### config.mk
export PLATFORM = sky130hd
export DESIGN_NAME = nco_phase_sweeper
export DESIGN_NICKNAME = d
export VERILOG_FILES = /design/src/rtl/nco_phase_sweeper.sv
export SDC_FILE = /design/constraint.sdc
export NUM_CORES = 1
export LEC_CHECK = 0
export BUFFER_PORTS_ARGS = -buffer_cell sky130_fd_sc_hd__buf_2
export CORE_MARGIN = 4
export CORE_UTILIZATION = 37
export CTS_CLUSTER_SIZE = 25
export DETAILED_ROUTE_END_ITERATION = 10
export GPL_TIMING_DRIVEN = 0
export HOLD_SLACK_MARGIN = 0.03
export MAX_ROUTING_LAYER = met4
export SYNTH_ARGS = -nofsm -noshare
export SYNTH_HDL_FRONTEND = slang
export SYNTH_SLANG_ARGS = --single-unit
### constraint.sdc
create_clock -name clk -period 5.9 [get_ports clk]
set_input_delay 0 -clock clk [delete_from_list [all_inputs] [get_ports clk]]
set_output_delay 0 -clock clk [all_outputs]
set_load 0.01 [all_outputs]
### src/rtl/nco_phase_sweeper.sv
// Phase accumulator feeding the sine LUT, with programmable linear FCW sweeps.
// Config is accepted through a valid/ready handshake only while idle.
module nco_phase_sweeper #(
    parameter int unsigned PHASE_WIDTH = 32,
    parameter int unsigned COUNT_WIDTH = 16
) (
    input  logic                   clk,
    input  logic                   rst,
    input  logic                   sample_en,
    input  logic                   cfg_valid,
    output logic                   cfg_ready,
    input  logic [PHASE_WIDTH-1:0] cfg_start_fcw,
    input  logic [PHASE_WIDTH-1:0] cfg_step_fcw,
    input  logic [COUNT_WIDTH-1:0] cfg_num_steps,
    input  logic [COUNT_WIDTH-1:0] cfg_dwell,
    input  logic                   sweep_abort,
    input  logic                   phase_sync,
    output logic [PHASE_WIDTH-1:0] phase,
    output logic                   phase_valid,
    output logic [PHASE_WIDTH-1:0] fcw,
    output logic                   sweep_active,
    output logic                   sweep_done
);

    typedef enum logic {
        ST_IDLE  = 1'b0,
        ST_SWEEP = 1'b1
    } state_e;

    state_e                 state_q, state_d;
    logic [PHASE_WIDTH-1:0] phase_q, phase_d;
    logic [PHASE_WIDTH-1:0] fcw_q, fcw_d;
    logic [PHASE_WIDTH-1:0] step_q, step_d;
    logic [COUNT_WIDTH-1:0] steps_left_q, steps_left_d;
    logic [COUNT_WIDTH-1:0] dwell_q, dwell_d;
    logic [COUNT_WIDTH-1:0] dwell_cnt_q, dwell_cnt_d;
    logic                   phase_valid_q, phase_valid_d;
    logic                   sweep_done_q, sweep_done_d;

    // State and datapath registers
    always_ff @(posedge clk) begin
        if (rst) begin
            state_q       <= ST_IDLE;
            phase_q       <= '0;
            fcw_q         <= '0;
            step_q        <= '0;
            steps_left_q  <= '0;
            dwell_q       <= '0;
            dwell_cnt_q   <= '0;
            phase_valid_q <= 1'b0;
            sweep_done_q  <= 1'b0;
        end else begin
            state_q       <= state_d;
            phase_q       <= phase_d;
            fcw_q         <= fcw_d;
            step_q        <= step_d;
            steps_left_q  <= steps_left_d;
            dwell_q       <= dwell_d;
            dwell_cnt_q   <= dwell_cnt_d;
            phase_valid_q <= phase_valid_d;
            sweep_done_q  <= sweep_done_d;
        end
    end

    // Next-state: phase always accumulates on the pre-update fcw
    always_comb begin
        state_d       = state_q;
        phase_d       = phase_q;
        fcw_d         = fcw_q;
        step_d        = step_q;
        steps_left_d  = steps_left_q;
        dwell_d       = dwell_q;
        dwell_cnt_d   = dwell_cnt_q;
        phase_valid_d = sample_en;
        sweep_done_d  = 1'b0;

        if (sample_en) begin
            phase_d = phase_q + fcw_q;
        end
        if (phase_sync) begin
            phase_d = '0;
        end

        unique case (state_q)
            ST_IDLE: begin
                if (cfg_valid) begin
                    fcw_d        = cfg_start_fcw;
                    step_d       = cfg_step_fcw;
                    steps_left_d = cfg_num_steps;
                    dwell_cnt_d  = '0;
                    dwell_d      = (cfg_dwell == '0) ? COUNT_WIDTH'(1) : cfg_dwell;
                    if (cfg_num_steps != '0) begin
                        state_d = ST_SWEEP;
                    end
                end
            end
            ST_SWEEP: begin
                if (sweep_abort) begin
                    state_d = ST_IDLE;
                end else if (sample_en) begin
                    // dwell_cnt_q < dwell_q always holds here, so the +1 cannot wrap
                    if (dwell_cnt_q + COUNT_WIDTH'(1) == dwell_q) begin
                        fcw_d        = fcw_q + step_q;
                        dwell_cnt_d  = '0;
                        steps_left_d = steps_left_q - COUNT_WIDTH'(1);
                        if (steps_left_q == COUNT_WIDTH'(1)) begin
                            state_d      = ST_IDLE;
                            sweep_done_d = 1'b1;
                        end
                    end else begin
                        dwell_cnt_d = dwell_cnt_q + COUNT_WIDTH'(1);
                    end
                end
            end
            default: state_d = ST_IDLE;
        endcase
    end

    assign cfg_ready    = (state_q == ST_IDLE);
    assign sweep_active = (state_q == ST_SWEEP);
    assign phase        = phase_q;
    assign fcw          = fcw_q;
    assign phase_valid  = phase_valid_q;
    assign sweep_done   = sweep_done_q;

endmodule
* Word-level counts from Yosys, hierarchy flattened *
Cells that the tools add are included.

storage, ports and cells
  bits of input ports = 102
  register bits = 147
  output and inout bits = 68

cells by class
  add/sub/neg operators = 4
  mux-type cells = 24
  reductions and logical operators = 7
  bitwise logic cells = 3
  eq/ne operators = 6

operators with widths
  cell                   number
  $mux 16                9
  $mux 32                4
  $add 32x32->32         2
  $pmux 16 s2            2
  $pmux 32 s2            1
  $add 16x1->16 const B  1
  $eq 16x1->1 const B    1
  $eq 16x16->1           1
  $logic_not 16->1       1
  $reduce_bool 16->1     1
  $sub 16x1->16 const B  1
  $mux 1                 7
  $ne 2x2->1 const B     3
  $reduce_or 5->1        1
  $reduce_and 4->1       1
  $not 1->1              3
  $reduce_and 3->1       1
  $ne 2x1->1 const B     1
  $pmux 1 s2             1
  $reduce_and 2->1       1
  $reduce_or 2->1        1

* Logic depth before layout (Yosys ltp) *
  depth in word-level cells = 6
  mapped depth = 12

* Worst setup path before layout *
Ideal clock, no wire load.

  path type = reg-to-reg
  start point = register phase_q[0], in the netlist phase[0]
  end point = register phase_q[22], in the netlist phase[22]
  library setup time = 122 ps
  buffers on the path = 0
  cell stages (with the launch flop) = 11
  setup slack = 3070 ps
  data arrival time = 2708 ps
  cell sequence = dfxtp_1 ha_1 fa_1 a211oi_1 o211ai_1 a31oi_1 a21oi_1 o21ai_0 a21oi_1 nor4b_1 a311o_1

between the ends
  longest elaborated chain between the ends = 1

RTL lines
  element                 RTL line  RTL
  from (decl)             31        logic [PHASE_WIDTH-1:0] phase_q, phase_d;
  from (signal assigned)  54        phase_q <= phase_d;
  $add 32x32->32          78        phase_d = phase_q + fcw_q;

No other way between the ends.
A chain may end at the register's enable or synchronous reset.

* Final worst setup path *
  start point = register dwell_cnt_q[0]
  end point = register state_q, in the netlist sweep_active

between the ends
  longest elaborated chain between the ends = 6

RTL lines
  element                 RTL line  RTL
  from (decl)             36        logic [COUNT_WIDTH-1:0] dwell_cnt_q, dwell_cnt_d;
  from (signal assigned)  59        dwell_cnt_q <= dwell_cnt_d;
  $add 16x1->16           102       if (dwell_cnt_q + COUNT_WIDTH'(1) == dwell_q) begin
  $eq 16x16->1            102
  $mux 1                  102
  $mux 1                  100       end else if (sample_en) begin
  $mux 1                  98        if (sweep_abort) begin
  $pmux 1 s2              84        unique case (state_q)
  to (signal assigned)    53        state_q <= state_d;
  to (decl)               30        state_e state_q, state_d;

No other way between the ends.

==> results.txt <==
Across the run, the number of max-cap violations was 0. The data arrival at the endpoint of the critical path came out at 4.20 ns. The largest total area in the synthesized netlist belongs to dfxtp_1.

Clock latency on the worst-skew pair, taken at its later pin, is 0.44 ns. The total CTS buffers is 17. The H-tree depth came out at 4. The final critical path time including I/O delays and setup is 3.87 ns. The largest fanout of any net on the critical path came out at 9. The clock arrives with 0.0121 ns of skew. The sequential cell area fraction in the yosys report is 29.2%. For this design, the slowest cell found on the critical path is a211oi_2. The post-route netlist has 14.7% of its cells at a drive strength greater than 1. The leading register cell type out of synthesis is dfxtp_1. The flow ran to the end, and the final reports show no timing, DRC or antenna violations. The final net count came out at 1,772. The maximum frequency from static timing analysis is 258 MHz. Entering global routing, the biggest net connects 17 pins. The post-CTS setup buffer count came out at 0. The count of mapped cells out of synthesis is 1,318. The mean area per synthesized cell came out at 7.65 µm².

Across the VDD grid, the largest voltage drop is 128 µV. The clock slew seen by the registers of the worst setup and hold paths came out at 0.07 ns. The floorplan die area came out at 29,900 µm². Dividing total power by cell area gives a power density of 227 nW/µm². TritonCTS built the clock tree. The final hold violation count was 0. The average routed wire per standard cell came out at 19.0 µm. Sorting the synthesized cells by how often they occur yields nand2_1 (191), a21oi_1 (148), dfxtp_1 (147). The count of nets left with antenna violations once routing finished came out at 0. Setup violations remaining at the end of the flow were counted as 0. The synthesized netlist net count is 1,487. For this run, design rule violations remaining after detail routing come to 0. The fraction of registers with async set/reset is 0%.

The total via count after detailed routing is 11,100. The total count of max-transition violations in the final report came out at 0. The stage delay of the slowest cell on the critical path came out at 0.72 ns. In this run the cell area of the synthesized design comes to 10,100 µm². The max-slew headroom at the worst pin came out at 14.6%.

The final total negative setup slack is 0 ns. The worst hold slack across all endpoints came out at 0.0490 ns. The post-cts resize count came out at 0. The number of synthesized flops with an enable pin came out at 0. The first-pass detailed-route iteration total is 5. Routability-driven placement finished with a final weighted congestion of 0.934. Across every metal layer, demand over resource in global routing totals 24.7%. Yosys instantiated no cell more often than nand2_1. The fill cell instance count of the final layout came out at 2,709. By area the synthesized netlist is led by dfxtp_1 (29%), ha_1 (8.1%), a21oi_1 (7.3%).

The top cell type by area accounts for 29.2% of the synthesized area. The number of top-level design ports is 170. The kind of path behind the tightest hold check is input pin to register. After detailed routing, the number of vias per cell comes to 5.70.

The total grt overflow is 0. The actual transition at the worst max-transition pin is 1.25 ns. The kind of start point of the critical path is a register.

The Yosys step of the flow raised 0 warnings. Clock tree synthesis found a total of 147 sinks. The via count of the first global-routing pass is 10,600. The first-pass GRT wire length came out at 57,900 µm. The part of the cycle the worst path needs came out at 65.6%. The type of destination of the critical path is a register.

Relative to the synthesized area, the layout overhead comes to 28.4%. The initial antenna violation count is 0. The HPWL after detailed placement is 28,200 µm. The post-detailed-routing wire length is 37,300 µm. The starting density of the core is 37.5%. The placement row count came out at 60.

The DRC violation total after the first TritonRoute iteration came out at 885. STA puts the critical path data required time at 6.23 ns. Yosys mapped the design onto 70 distinct sky130hd cell types.

The cell at the root of the clock tree is clkbuf_16. The count of input and output buffers came out at 168. The core box area is 26,900 µm². The number of storage elements in the synthesis netlist is 147. The start-to-end type of the worst setup path is register to register. The die extent in x is 173 µm. Setup repair after global routing left no endpoint under its margin. The critical path goes through ha_1, nand3_2, nor3_1, nand3_1, a211oi_2, nand2_1, o311ai_0, a21oi_1, dlygate4sd3_1. The number of diodes added for antenna fixing is 0. The height of the die is 173 µm. The maximum clock insertion buffer count came out at 2. The analysis attributes to cell leakage a power of 0.00545 µW.
==> final timing paths <==
check | cells past startpoint | slack, ns | end | from
hold / removal | 3 | 0.05 | sweep_done$_SDFF_PP0_ | sample_en
setup reg to reg | 9 | 2.03 | sweep_active$_SDFF_PP0_ | dwell_cnt_q[0]$_SDFFE_PP0P_
hold reg to reg | 2 | 0.46 | step_q[9]$_SDFFE_PP0P_ | step_q[9]$_SDFFE_PP0P_
setup / recovery | 9 | 2.03 | sweep_active$_SDFF_PP0_ | dwell_cnt_q[0]$_SDFFE_PP0P_
==> critical path, delay by kind of cell (launching register included) <==
family / cells / cell delay (ns)
AO/OA/AOI/OAI: 3 / 1.24
buffers and inverters: 1 / 0.58
flip-flops: 1 / 0.49
adder cells (fa/ha/maj): 1 / 0.36
AND/OR/NAND/NOR: 4 / 1.07
==> final cells by class <==
type	count	area [µm²]	share of cell area, %
multi-input combinational	1063	6680	51.6
sequential	147	2940	22.7
timing repair buffer	266	1820	14.1
tap	341	427	3.30
clock buffer	17	425	3.29
buffer	81	354	2.74
clock inverter	15	186	1.44
inverter	27	101	0.783
==> kinds of logic after synthesis <==
group,Yosys count,share of synthesized area [%]
and+or+nand+nor,470,21.9
AOI/OAI and AO/OA,439,28.0
DFF,147,29.2
buffers and inverters,108,4.52
adders and majority gates,67,8.47
xor gates and xnor gates,61,5.30
muxes,26,2.58
==> flip-flops by register name, indices dropped and copies added, names as in the netlist <==
register / flops
dwell_cnt_q: 16
dwell_q: 16
fcw: 32
phase: 32
phase_valid: 1
step_q: 32
steps_left_q: 16
sweep_active: 1
sweep_done: 1
==> metal layers <==
layer / track usage (%) / vias up / part of all wire [%]
li1: - / 5466 / -
met1: 32.7 / 5228 / 46
met2: 39.5 / 396 / 46
met3: 3.74 / 57 / 6.4
met4: 7.08 / 0 / 2.1
met5: - / - / 0
==> layout by cell type (no fill, tap or decap), types with 8 or more instances in the layout <==
cell and n:
nand3_1 36, nand4_1 17, clkbuf_1 54, ha_1 65
nor2b_1 9, inv_1 27, o21ai_0 70, nor3_1 31
and2_1 9, nor2_1 98, mux2i_1 26, dlygate4sd3_1 98
o211ai_1 16, xor2_1 21, dfxtp_1 147, o21a_1 10
a21oi_1 148, nand2_1 191, xnor2_1 40, a211oi_1 46
inv_6 8, a21o_1 32, nand2b_1 10, buf_2 184
and3_1 15, a31oi_1 21, clkbuf_16 17, a311oi_1 19
nor4_1 11, or3_1 9
==> where the power goes <==
group | switching [µW] | leakage [µW] | internal, µW | total, µW
clock | 522 | 0.000301 | 645 | 1170
sequential | 67.5 | 0.00120 | 1050 | 1120
combinational | 390 | 0.00395 | 267 | 657
==> repair_timing <==
action / in CTS / in global routing
endpoints found under the hold margin: 97 / 0
hold buffers: 98 / 0
setup endpoints to repair: 0 / 0
==> per-stage QoR <==
stage / area, µm² / power, µW / util (%) / worst slack, ns / instances
floorplan: 10100 / 1510 / - / 3.07 / 1318
global placement: 11300 / 1730 / 42.2 / 2.22 / 1827
detailed placement: 11300 / 1730 / 42.2 / 2.28 / 1827
CTS: 12900 / 2940 / 48.1 / 2.20 / 1957
global route: 12900 / 3060 / 48.1 / 1.81 / 1957
finish: 12900 / 2940 / 48.1 / 2.03 / 1957
(Power assumes the default switching activity.)
